`config.mk`:
```
export PLATFORM = sky130hd
export DESIGN_NAME = mem_arbiter
export DESIGN_NICKNAME = d
export VERILOG_FILES = /design/src/rtl/mem_arbiter.sv
export SDC_FILE = /design/constraint.sdc
export NUM_CORES = 1
export LEC_CHECK = 0
export ABC_AREA = 1
export CAP_MARGIN = 15
export CORE_MARGIN = 2
export CORE_UTILIZATION = 44
export DETAILED_ROUTE_END_ITERATION = 6
export HOLD_SLACK_MARGIN = 0.12
export PLACE_DENSITY = 0.95
export SYNTH_ARGS = -nofsm -noshare
export SYNTH_HDL_FRONTEND = slang
export SYNTH_SLANG_ARGS = --single-unit
```
`constraint.sdc`:
```
create_clock -name clk_i -period 2.26 [get_ports clk_i]
set_clock_uncertainty 0.05 [all_clocks]
set_input_delay 0.678 -clock clk_i [delete_from_list [all_inputs] [get_ports clk_i]]
set_output_delay 0.678 -clock clk_i [all_outputs]
set_load 0.05 [all_outputs]
```
`src/rtl/mem_arbiter.sv`:
```
// mem_arbiter: multi-requestor arbiter in front of the single memory port.
// One transaction in flight: IDLE (grant) -> BUSY (memory request) -> RESP (pulse).
module mem_arbiter #(
  parameter int NUM_PORTS  = 3,
  parameter int ADDR_W     = 16,
  parameter int DATA_BYTES = 3,
  parameter int PRIO_MODE  = 0,
  parameter int TIMEOUT    = 15
) (
  input  logic                      clk_i,
  input  logic                      rstn_i,
  input  logic [NUM_PORTS-1:0]      req_valid_i,
  output logic [NUM_PORTS-1:0]      req_ready_o,
  input  logic [NUM_PORTS-1:0]      req_we_i,
  input  logic [NUM_PORTS*ADDR_W-1:0] req_addr_i,
  input  logic [NUM_PORTS*8-1:0]    req_wdata_i,
  output logic [NUM_PORTS-1:0]      rsp_valid_o,
  output logic                      rsp_err_o,
  output logic [DATA_BYTES*8-1:0]   rsp_rdata_o,
  output logic                      busy_o,
  output logic                      mem_req_o,
  output logic                      mem_we_o,
  output logic [ADDR_W-1:0]         mem_addr_o,
  output logic [7:0]                mem_wdata_o,
  input  logic [DATA_BYTES*8-1:0]   mem_rdata_i,
  input  logic                      mem_ack_i
);
  localparam int PTR_W = (NUM_PORTS > 1) ? $clog2(NUM_PORTS) : 1;
  localparam int CNT_W = (TIMEOUT > 0) ? $clog2(TIMEOUT + 1) : 1;
  localparam int RD_W  = DATA_BYTES * 8;
  localparam logic [PTR_W-1:0] PTR_RST  = PTR_W'(NUM_PORTS - 1);
  localparam logic [CNT_W-1:0] CNT_LAST = CNT_W'((TIMEOUT > 0) ? TIMEOUT - 1 : 0);

  typedef enum logic [1:0] {IDLE, BUSY, RESP} state_e;

  state_e             state_q, state_d;
  logic [PTR_W-1:0]   ptr_q, ptr_d;
  logic [PTR_W-1:0]   gnt_q, gnt_d;
  logic               we_q, we_d;
  logic [ADDR_W-1:0]  addr_q, addr_d;
  logic [7:0]         wdata_q, wdata_d;
  logic               err_q, err_d;
  logic [RD_W-1:0]    rdata_q, rdata_d;
  logic [CNT_W-1:0]   cnt_q, cnt_d;

  logic [PTR_W-1:0]   gnt_idx;
  logic               gnt_any;
  logic [PTR_W-1:0]   scan_idx;

  // Grant search: from port 0 upward (fixed) or from pointer+1 with wrap (round-robin)
  always_comb begin
    gnt_idx  = '0;
    gnt_any  = 1'b0;
    scan_idx = '0;
    for (int i = 0; i < NUM_PORTS; i++) begin
      scan_idx = (PRIO_MODE == 1) ? PTR_W'((int'(ptr_q) + 1 + i) % NUM_PORTS) : PTR_W'(i);
      if (!gnt_any && req_valid_i[scan_idx]) begin
        gnt_any = 1'b1;
        gnt_idx = scan_idx;
      end
    end
  end

  // Next-state, request latch, watchdog and response capture
  always_comb begin
    state_d = state_q;
    ptr_d   = ptr_q;
    gnt_d   = gnt_q;
    we_d    = we_q;
    addr_d  = addr_q;
    wdata_d = wdata_q;
    err_d   = err_q;
    rdata_d = rdata_q;
    cnt_d   = cnt_q;
    case (state_q)
      IDLE: begin
        if (gnt_any) begin
          state_d = BUSY;
          gnt_d   = gnt_idx;
          we_d    = req_we_i[gnt_idx];
          addr_d  = req_addr_i[gnt_idx*ADDR_W +: ADDR_W];
          wdata_d = req_wdata_i[gnt_idx*8 +: 8];
          cnt_d   = '0;
          if (PRIO_MODE == 1) ptr_d = gnt_idx;
        end
      end
      BUSY: begin
        cnt_d = cnt_q + CNT_W'(1);
        // ack has precedence over a watchdog expiry in the same cycle
        if (mem_ack_i) begin
          state_d = RESP;
          err_d   = 1'b0;
          rdata_d = we_q ? '0 : mem_rdata_i;
        end else if (TIMEOUT != 0 && cnt_q == CNT_LAST) begin
          state_d = RESP;
          err_d   = 1'b1;
          rdata_d = '0;
        end
      end
      RESP:    state_d = IDLE;
      default: state_d = IDLE;
    endcase
  end

  // State registers; reset aborts any transaction in flight
  always_ff @(posedge clk_i or negedge rstn_i) begin
    if (!rstn_i) begin
      state_q <= IDLE;
      ptr_q   <= PTR_RST;
      gnt_q   <= '0;
      we_q    <= 1'b0;
      addr_q  <= '0;
      wdata_q <= '0;
      err_q   <= 1'b0;
      rdata_q <= '0;
      cnt_q   <= '0;
    end else begin
      state_q <= state_d;
      ptr_q   <= ptr_d;
      gnt_q   <= gnt_d;
      we_q    <= we_d;
      addr_q  <= addr_d;
      wdata_q <= wdata_d;
      err_q   <= err_d;
      rdata_q <= rdata_d;
      cnt_q   <= cnt_d;
    end
  end

  // Outputs decoded from state so the memory request drops as soon as reset asserts
  always_comb begin
    req_ready_o = (rstn_i && state_q == IDLE && gnt_any) ? (NUM_PORTS'(1) << gnt_idx) : '0;
    rsp_valid_o = (state_q == RESP) ? (NUM_PORTS'(1) << gnt_q) : '0;
    rsp_err_o   = (state_q == RESP) && err_q;
    rsp_rdata_o = rdata_q;
    busy_o      = (state_q != IDLE);
    mem_req_o   = (state_q == BUSY);
    mem_we_o    = (state_q == BUSY) && we_q;
    mem_addr_o  = (state_q == BUSY) ? addr_q : '0;
    mem_wdata_o = (state_q == BUSY) ? wdata_q : '0;
  end

endmodule

```
==> reports/results.ini, run 1 <==
[floorplan]
die_h_microns=91.30
dieArea_sq_mm=0.008336
core_area_sq_mm=0.007331
start_util_pct=45.74
io_pins=163
fp.dieW_microns=91.30
rows=31

[clocking]
cts_root_buf=clkbuf_8
cts_max_path_buffers=2
cts_inserted_buffers=9
cts.sinks=58
clk_latency_ns=0.32
cts_tree=yes
h-tree-depth=3
clk_pin_slew_worst_paths_ns=0.07

[layout]
post_layout_nonfiller_instances=717
antenna_cells=0
drive_above_1_share_pct=23.46
num-nets-final=720
area.growth.synth_to_final_pct=62.95

[power_and_ir_drop]
p_total_mw=7.251
power_density_mw_per_mm2=1327
peakVddDrop_mv=0.9592
leakage_nw=2.672

[synthesis]
mappedNetlistArea_sq_mm=0.003353
synth_top_family_by_area=simple AND/OR/NAND/NOR gates
yosysWarnings=0
synthesis.nets=555
yosys.area_share.adder_pct=0.7463
synth_top_area_share_pct=43.28
syn_inst=448
synth_cell_types=27
synth_top_cells_by_count=nand2_1 (168), nand3_1 (72), dfrtp_1 (58)
synth_compound_area_share_pct=7.910
muxShareOfSynthArea_pct=0
synth_edf_count=0
synth_area_leaders=dfrtp_1 (43%), nand2_1 (19%), nand3_1 (11%)
ys_seq_area_share_pct=43.28
synth-xor-area-share_pct=0.2612
async_flop_share_pct=100.0
syn_avg_cell_area_sq_um=7.485
ys_seq_elements=58
synth_ff_type=dfrtp_1
synth_top_area_cell=dfrtp_1
synthSimpleGateAreaFrac_pct=36.19
post-synth-top-count-cell=nand2_1

[placed_design]
place.detailed.instances=700
routabilityCongestion=0.9130
dp_slack_ns=-0.3551
portBuffers=162
dpl.hpwl_mm=7.994

[critical_path]
cp_cell_sequence=clkdlybuf4s50_1
critPathTopFamily=buffers and inverters
path_class=reg -> out
path_max_fanout=2
cp_data_arrival_time_ns=1.49
endpoint_kind=primary output
slowest_stage=clkdlybuf4s50_1
cpPeakStageDelay_ns=0.81
path_buf_inv=1
cp.required_ns=1.53
worstSetupStartpointType=flip-flop

[global_routing]
overflow=0
antenna_found_initial=0
grt_max_degree=41
grt_pass1_wl_mm=17.62
grt_pass1_vias=3745
grtUsageTotal_pct=26.29

[drt]
first_pass_iters=4
drtIter0Drc=221
vias=3590
drtAntennaViolNets=0
wl_per_cell_microns=15.23
routed_wl_mm=10.92
drc=0
vias_per_cell=5.007

[sta]
fin_ws_ns=0.04123
hold_violations=0
fmax_mhz=450.7
tightest_slew_ns=0.5485
drv_slew=0
period_needed_ns=2.219
holdWs_ns=0.3377
setup-violations-final=0
fin_crit_sh_pct=98.18
relSlewSlack_pct=63.38
rsz0062_at_grt=no

[flow_run]
cap_violations=0

[worst_hold_path]
min_path_type=in -> async

[status]
status=finished, final reports clean

layout by cell type, fill, tap and decap left out:
| cell type | synthesis | final |
|---|---|---|
| buf_6 | 14 | 5 |
| a21oi_1 | 1 | 1 |
| nor3_2 | 1 | 3 |
| o21ai_1 | 3 | 3 |
| clkinv_2 | 0 | 3 |
| nand3_1 | 72 | 72 |
| buf_4 | 2 | 38 |
| clkbuf_1 | 4 | 1 |
| nand2_1 | 168 | 166 |
| inv_1 | 41 | 40 |
| nor3b_1 | 1 | 1 |
| o21ai_4 | 1 | 1 |
| nand2_4 | 1 | 1 |
| clkdlybuf4s15_2 | 0 | 1 |
| nor2_2 | 1 | 6 |
| xor2_1 | 1 | 1 |
| clkdlybuf4s50_1 | 0 | 115 |
| buf_2 | 6 | 3 |
| clkinvlp_4 | 0 | 2 |
| dfrtp_2 | 0 | 2 |
| buf_12 | 0 | 12 |
| dlymetal6s2s_1 | 0 | 6 |
| nor2_4 | 2 | 23 |
| ha_1 | 2 | 2 |
| inv_4 | 1 | 1 |
| o21ai_0 | 2 | 2 |
| nor2_1 | 33 | 7 |
| nand2_2 | 1 | 3 |
| clkbuf_8 | 0 | 10 |
| a21oi_2 | 1 | 1 |
| inv_2 | 3 | 4 |
| nor2_8 | 1 | 1 |
| o21ai_2 | 24 | 24 |
| dfrtp_1 | 58 | 56 |
| nor3_4 | 0 | 1 |
path summary, 6_finish.rpt:
check,start,to,slack [ns],cells after the start
max,rsp_rdata_o[5],rsp_rdata_o[5],0.04,1
min,rstn_i,gnt_q[1],0.34,2
max reg2reg,state_q[1],gnt_q[0],0.62,5
min reg2reg,rsp_rdata_o[12],rsp_rdata_o[12],0.43,2
max in group asynchronous,rstn_i,state_q[1],1.30,2
min in group clk_i,rsp_rdata_o[12],rsp_rdata_o[12],0.43,2
sequential cells by signal (all words and copies together) (netlist names):
| name | flops |
|---|---|
| rsp_rdata_o | 24 |
| addr_q | 16 |
| wdata_q | 8 |
| cnt_q | 4 |
| gnt_q | 2 |
| state_q | 2 |
| err_q | 1 |
| we_q | 1 |
power by group:
part	switching, mW	internal [mW]
clock network	0.409	0.422
logic	3.06	1.54
registers	0.303	1.52
total	3.77	3.48
repair_timing:
item,4_1_cts,5_1_grt
hold endpoints to repair,0,0
pin swaps,6,2
hold buffers,0,0
gates cloned,0,0
setup endpoints to repair,5,11
gates resized for setup,17,15
buffers inserted,1,0
through the flow:
stage	area, sq um	TNS, ns	util (%)
3_5_place_dp	5234	-5.425	71.39
2_1_floorplan	3526	-1.495	-
5_1_grt	5464	0	74.53
6_report	5464	0	74.53
3_3_place_gp	5234	-3.799	71.39
4_1_cts	5418	0	73.90
cells by family after synthesis:
group	count (synthesis)
simple gates	284
buf+inv	71
flops	58
compound gates	32
fa+ha+maj	2
xor+xnor	1
layout make-up:
cell class | count | area (sq um)
inverter | 45 | 171.4
tap | 99 | 123.9
fill | 518 | 1867
clock buffer | 11 | 141.4
clock inverter | 5 | 30.03
multi-input combinational | 319 | 1709
timing repair buffer | 180 | 1834
sequential | 58 | 1454
per-layer routing:
metal | track usage (%) | part of all wire [%] | wire length, microns
met5 | 0 | 0 | 0
met3 | 4.066 | 4.6 | 507
met1 | 30.30 | 39 | 4250
met4 | 12.37 | 4.0 | 439
met2 | 47.53 | 52 | 5723
No activity file was read; power rests on OpenSTA's default activity.
==> run 2: changes to the inputs <==
--- a/config.mk
+++ b/config.mk
@@ -8,10 +8,10 @@
 export ABC_AREA = 1
 export CAP_MARGIN = 15
 export CORE_MARGIN = 2
-export CORE_UTILIZATION = 44
+export CORE_UTILIZATION = 37
 export DETAILED_ROUTE_END_ITERATION = 6
 export HOLD_SLACK_MARGIN = 0.12
-export PLACE_DENSITY = 0.95
+export PLACE_DENSITY = 0.87
 export SYNTH_ARGS = -nofsm -noshare
 export SYNTH_HDL_FRONTEND = slang
 export SYNTH_SLANG_ARGS = --single-unit
==> constraint.sdc (replaced) <==
create_clock -name clk_i -period 1.9 [get_ports clk_i]
set_clock_uncertainty 0.05 [all_clocks]
set_input_delay 0.57 -clock clk_i [delete_from_list [all_inputs] [get_ports clk_i]]
set_output_delay 0.57 -clock clk_i [all_outputs]
set_load 0.05 [all_outputs]
==> run 2 against run 1 <==
  * The run now ends with negative setup slack left
  * Flip-flop and latch count did not move
  * Non-clock buffer count increased by 16
  * Utilization is 5.8 points lower
  * Clock power increased by 73%
  * Final area is 10% higher
  * Register-to-register slack worse by 0.35 ns
  * Count of clock-buffer cells in the layout stayed put
  * Critical path depth rose by 4
  * Highest routed layer unchanged
==> reports/results.ini, run 2 (same netlist as run 1, synthesis figures left out) <==
[sta]
fmax_mhz=485.3
drv_slew=0  ; unchanged
tightest_slew_ns=0.5863  ; +0.03786 ns
setup-violations-final=33  ; +33
period_needed_ns=2.061
relSlewSlack_pct=60.91  ; -2.5 points
hold_violations=0  ; unchanged
fin_crit_sh_pct=108.5
fin_ws_ns=-0.1608  ; -0.2020 ns
fin_tns_setup_ns=-4.004  ; -4.004 ns
rsz0062_at_grt=yes

[floorplan]
rows=34  ; +9.7%
dieArea_sq_mm=0.009841  ; +18%
io_pins=163  ; unchanged
die_h_microns=99.20  ; +8.7%
start_util_pct=38.26  ; -7.5 points
fp.dieW_microns=99.20  ; +8.7%
core_area_sq_mm=0.008763  ; +20%

[critical_path]
cpPeakStageDelay_ns=0.24  ; -0.57 ns
cp_data_arrival_time_ns=1.44  ; -0.05 ns
r2r_cells=6  ; +1
startpoint=req_valid_i[0]
r2r_slack_ns=0.27  ; -0.35 ns
slowest_stage=clkdlybuf4s15_2
crit_path_end=req_ready_o[2]
r2r_start=state_q[0]
endpoint_kind=primary output
r2r-end=gnt_q[1]
path_max_fanout=4  ; +2
cp_cell_sequence=clkdlybuf4s15_2, nor3_4, nand2_4, nor2_4, buf_12
worstSetupStartpointType=input port
cp.required_ns=1.28  ; -0.25 ns
path_class=in -> out

[layout]
layout_commonest_cell=nand2_1
final_cell_mix=nand2_1 (164), clkdlybuf4s50_1 (100), nand3_1 (72)
area.growth.synth_to_final_pct=79.66
largest_reg_flops=24  ; unchanged
antenna_cells=0  ; unchanged
utilization_pct=68.75  ; -5.8 points
drive_above_1_share_pct=29.65  ; +6.2 points
num-nets-final=736  ; +2.2%

[placed_design]
dp_slack_ns=-0.5199  ; -0.1648 ns
portBuffers=162  ; unchanged
routabilityCongestion=0.8788  ; -3.7%
dpl.hpwl_mm=8.390  ; +4.9%

[clocking]
cts.sinks=58  ; unchanged
cts_tree=yes
cts_root_buf=clkbuf_8
clk_latency_ns=0.34  ; +0.02 ns
cts_max_path_buffers=2  ; unchanged
clk_pin_slew_worst_paths_ns=0.07  ; about the same
cts_inserted_buffers=9  ; unchanged
h-tree-depth=3  ; unchanged

[global_routing]
overflow=0  ; unchanged
antenna_found_initial=0  ; unchanged
grt_pass1_wl_mm=18.42  ; +4.5%
grt_max_degree=47  ; +15%
grt_pass1_vias=3850  ; +2.8%
grtUsageTotal_pct=23.68  ; -2.6 points

[drt]
wl_per_cell_microns=15.51  ; +1.8%
drtIter0Drc=117  ; -47%
drc=0  ; unchanged
vias_per_cell=4.996  ; -0.22%
drtAntennaViolNets=0  ; unchanged
vias=3707  ; +3.3%
routed_wl_mm=11.51  ; +5.4%
first_pass_iters=4  ; unchanged

[flow_run]
cap_violations=0  ; unchanged

[power_and_ir_drop]
leakage_nw=2.848  ; +6.6%
power_density_mw_per_mm2=1680  ; +27%
peakVddDrop_mv=0.8883  ; -7.4%

[status]
violations=negative setup slack
status=finished with violations

[worst_hold_path]
min_path_type=in -> async

[run 2: layout make-up]
cell class | count | area, sq um
clock buffer | 11 | 151.4
clock inverter | 5 | 100.1
fill | 637 | 2739
inverter | 45 | 176.4
multi-input combinational | 319 | 1774
sequential | 58 | 1454
tap | 108 | 135.1
timing repair buffer | 196 | 2233
[run 2: through the flow]
| step | std cells | total power [mW] | instance area (sq um) | hold WS [ns] |
|---|---|---|---|---|
| 2_1_floorplan | 448 | 6.043 | 3586 | 0.2244 |
| 3_3_place_gp | 715 | 8.137 | 5594 | 0.4141 |
| 3_5_place_dp | 715 | 8.292 | 5594 | 0.4197 |
| 4_1_cts | 741 | 10.05 | 6000 | 0.1959 |
| 5_1_grt | 742 | 10.63 | 6025 | 0.1885 |
| 6_report | 742 | 10.12 | 6025 | 0.1931 |
[run 2: report_power, final]
part	total [mW]	internal (mW)	switching, mW
Combinational	6.50	2.54	3.95
Clock	1.44	0.938	0.506
Sequential	2.18	1.81	0.372
[run 2: timing repair]
action                     in CTS  in global routing
setup endpoints to repair      62                 33
setup buffers                   9                  0
cloned                          1                  1
gates resized for setup        28                  2
hold buffers                    0                  0
pin swaps                       7                  2
[run 2: worst min path at each step]
stage	start	endpoint	slack, ns	cells past startpoint
after floorplan	rstn_i	addr_q[0]	0.22	0
after global placement	addr_q[6]	addr_q[6]	0.41	2
after detailed placement	addr_q[14]	addr_q[14]	0.42	2
after CTS	rstn_i	wdata_q[2]	0.20	2
after global routing	rstn_i	wdata_q[2]	0.19	2
final	rstn_i	wdata_q[2]	0.19	2
[run 2: metal layers]
metal  wire (microns)  vias up  track usage (%)
li1                 -     1758                -
met3              569       41            4.849
met5                0        -                0
met4              494        0            12.86
met1             4227     1756            25.67
met2             6214      152            43.04
[run 2: critical path, delay by kind of cell]
kind / cells / cell delay (ns)
buf+inv: 2 / 0.39
simple gates: 3 / 0.48
==> run 3: changes to the inputs <==
--- a/config.mk
+++ b/config.mk
@@ -9,6 +9,7 @@
 export CAP_MARGIN = 15
 export CORE_MARGIN = 2
 export CORE_UTILIZATION = 37
+export CTS_CLUSTER_DIAMETER = 150
 export DETAILED_ROUTE_END_ITERATION = 6
 export HOLD_SLACK_MARGIN = 0.12
 export PLACE_DENSITY = 0.87
==> results of run 3 <==
Same layout as run 2: the final DEF is identical, and so are final timing and power.
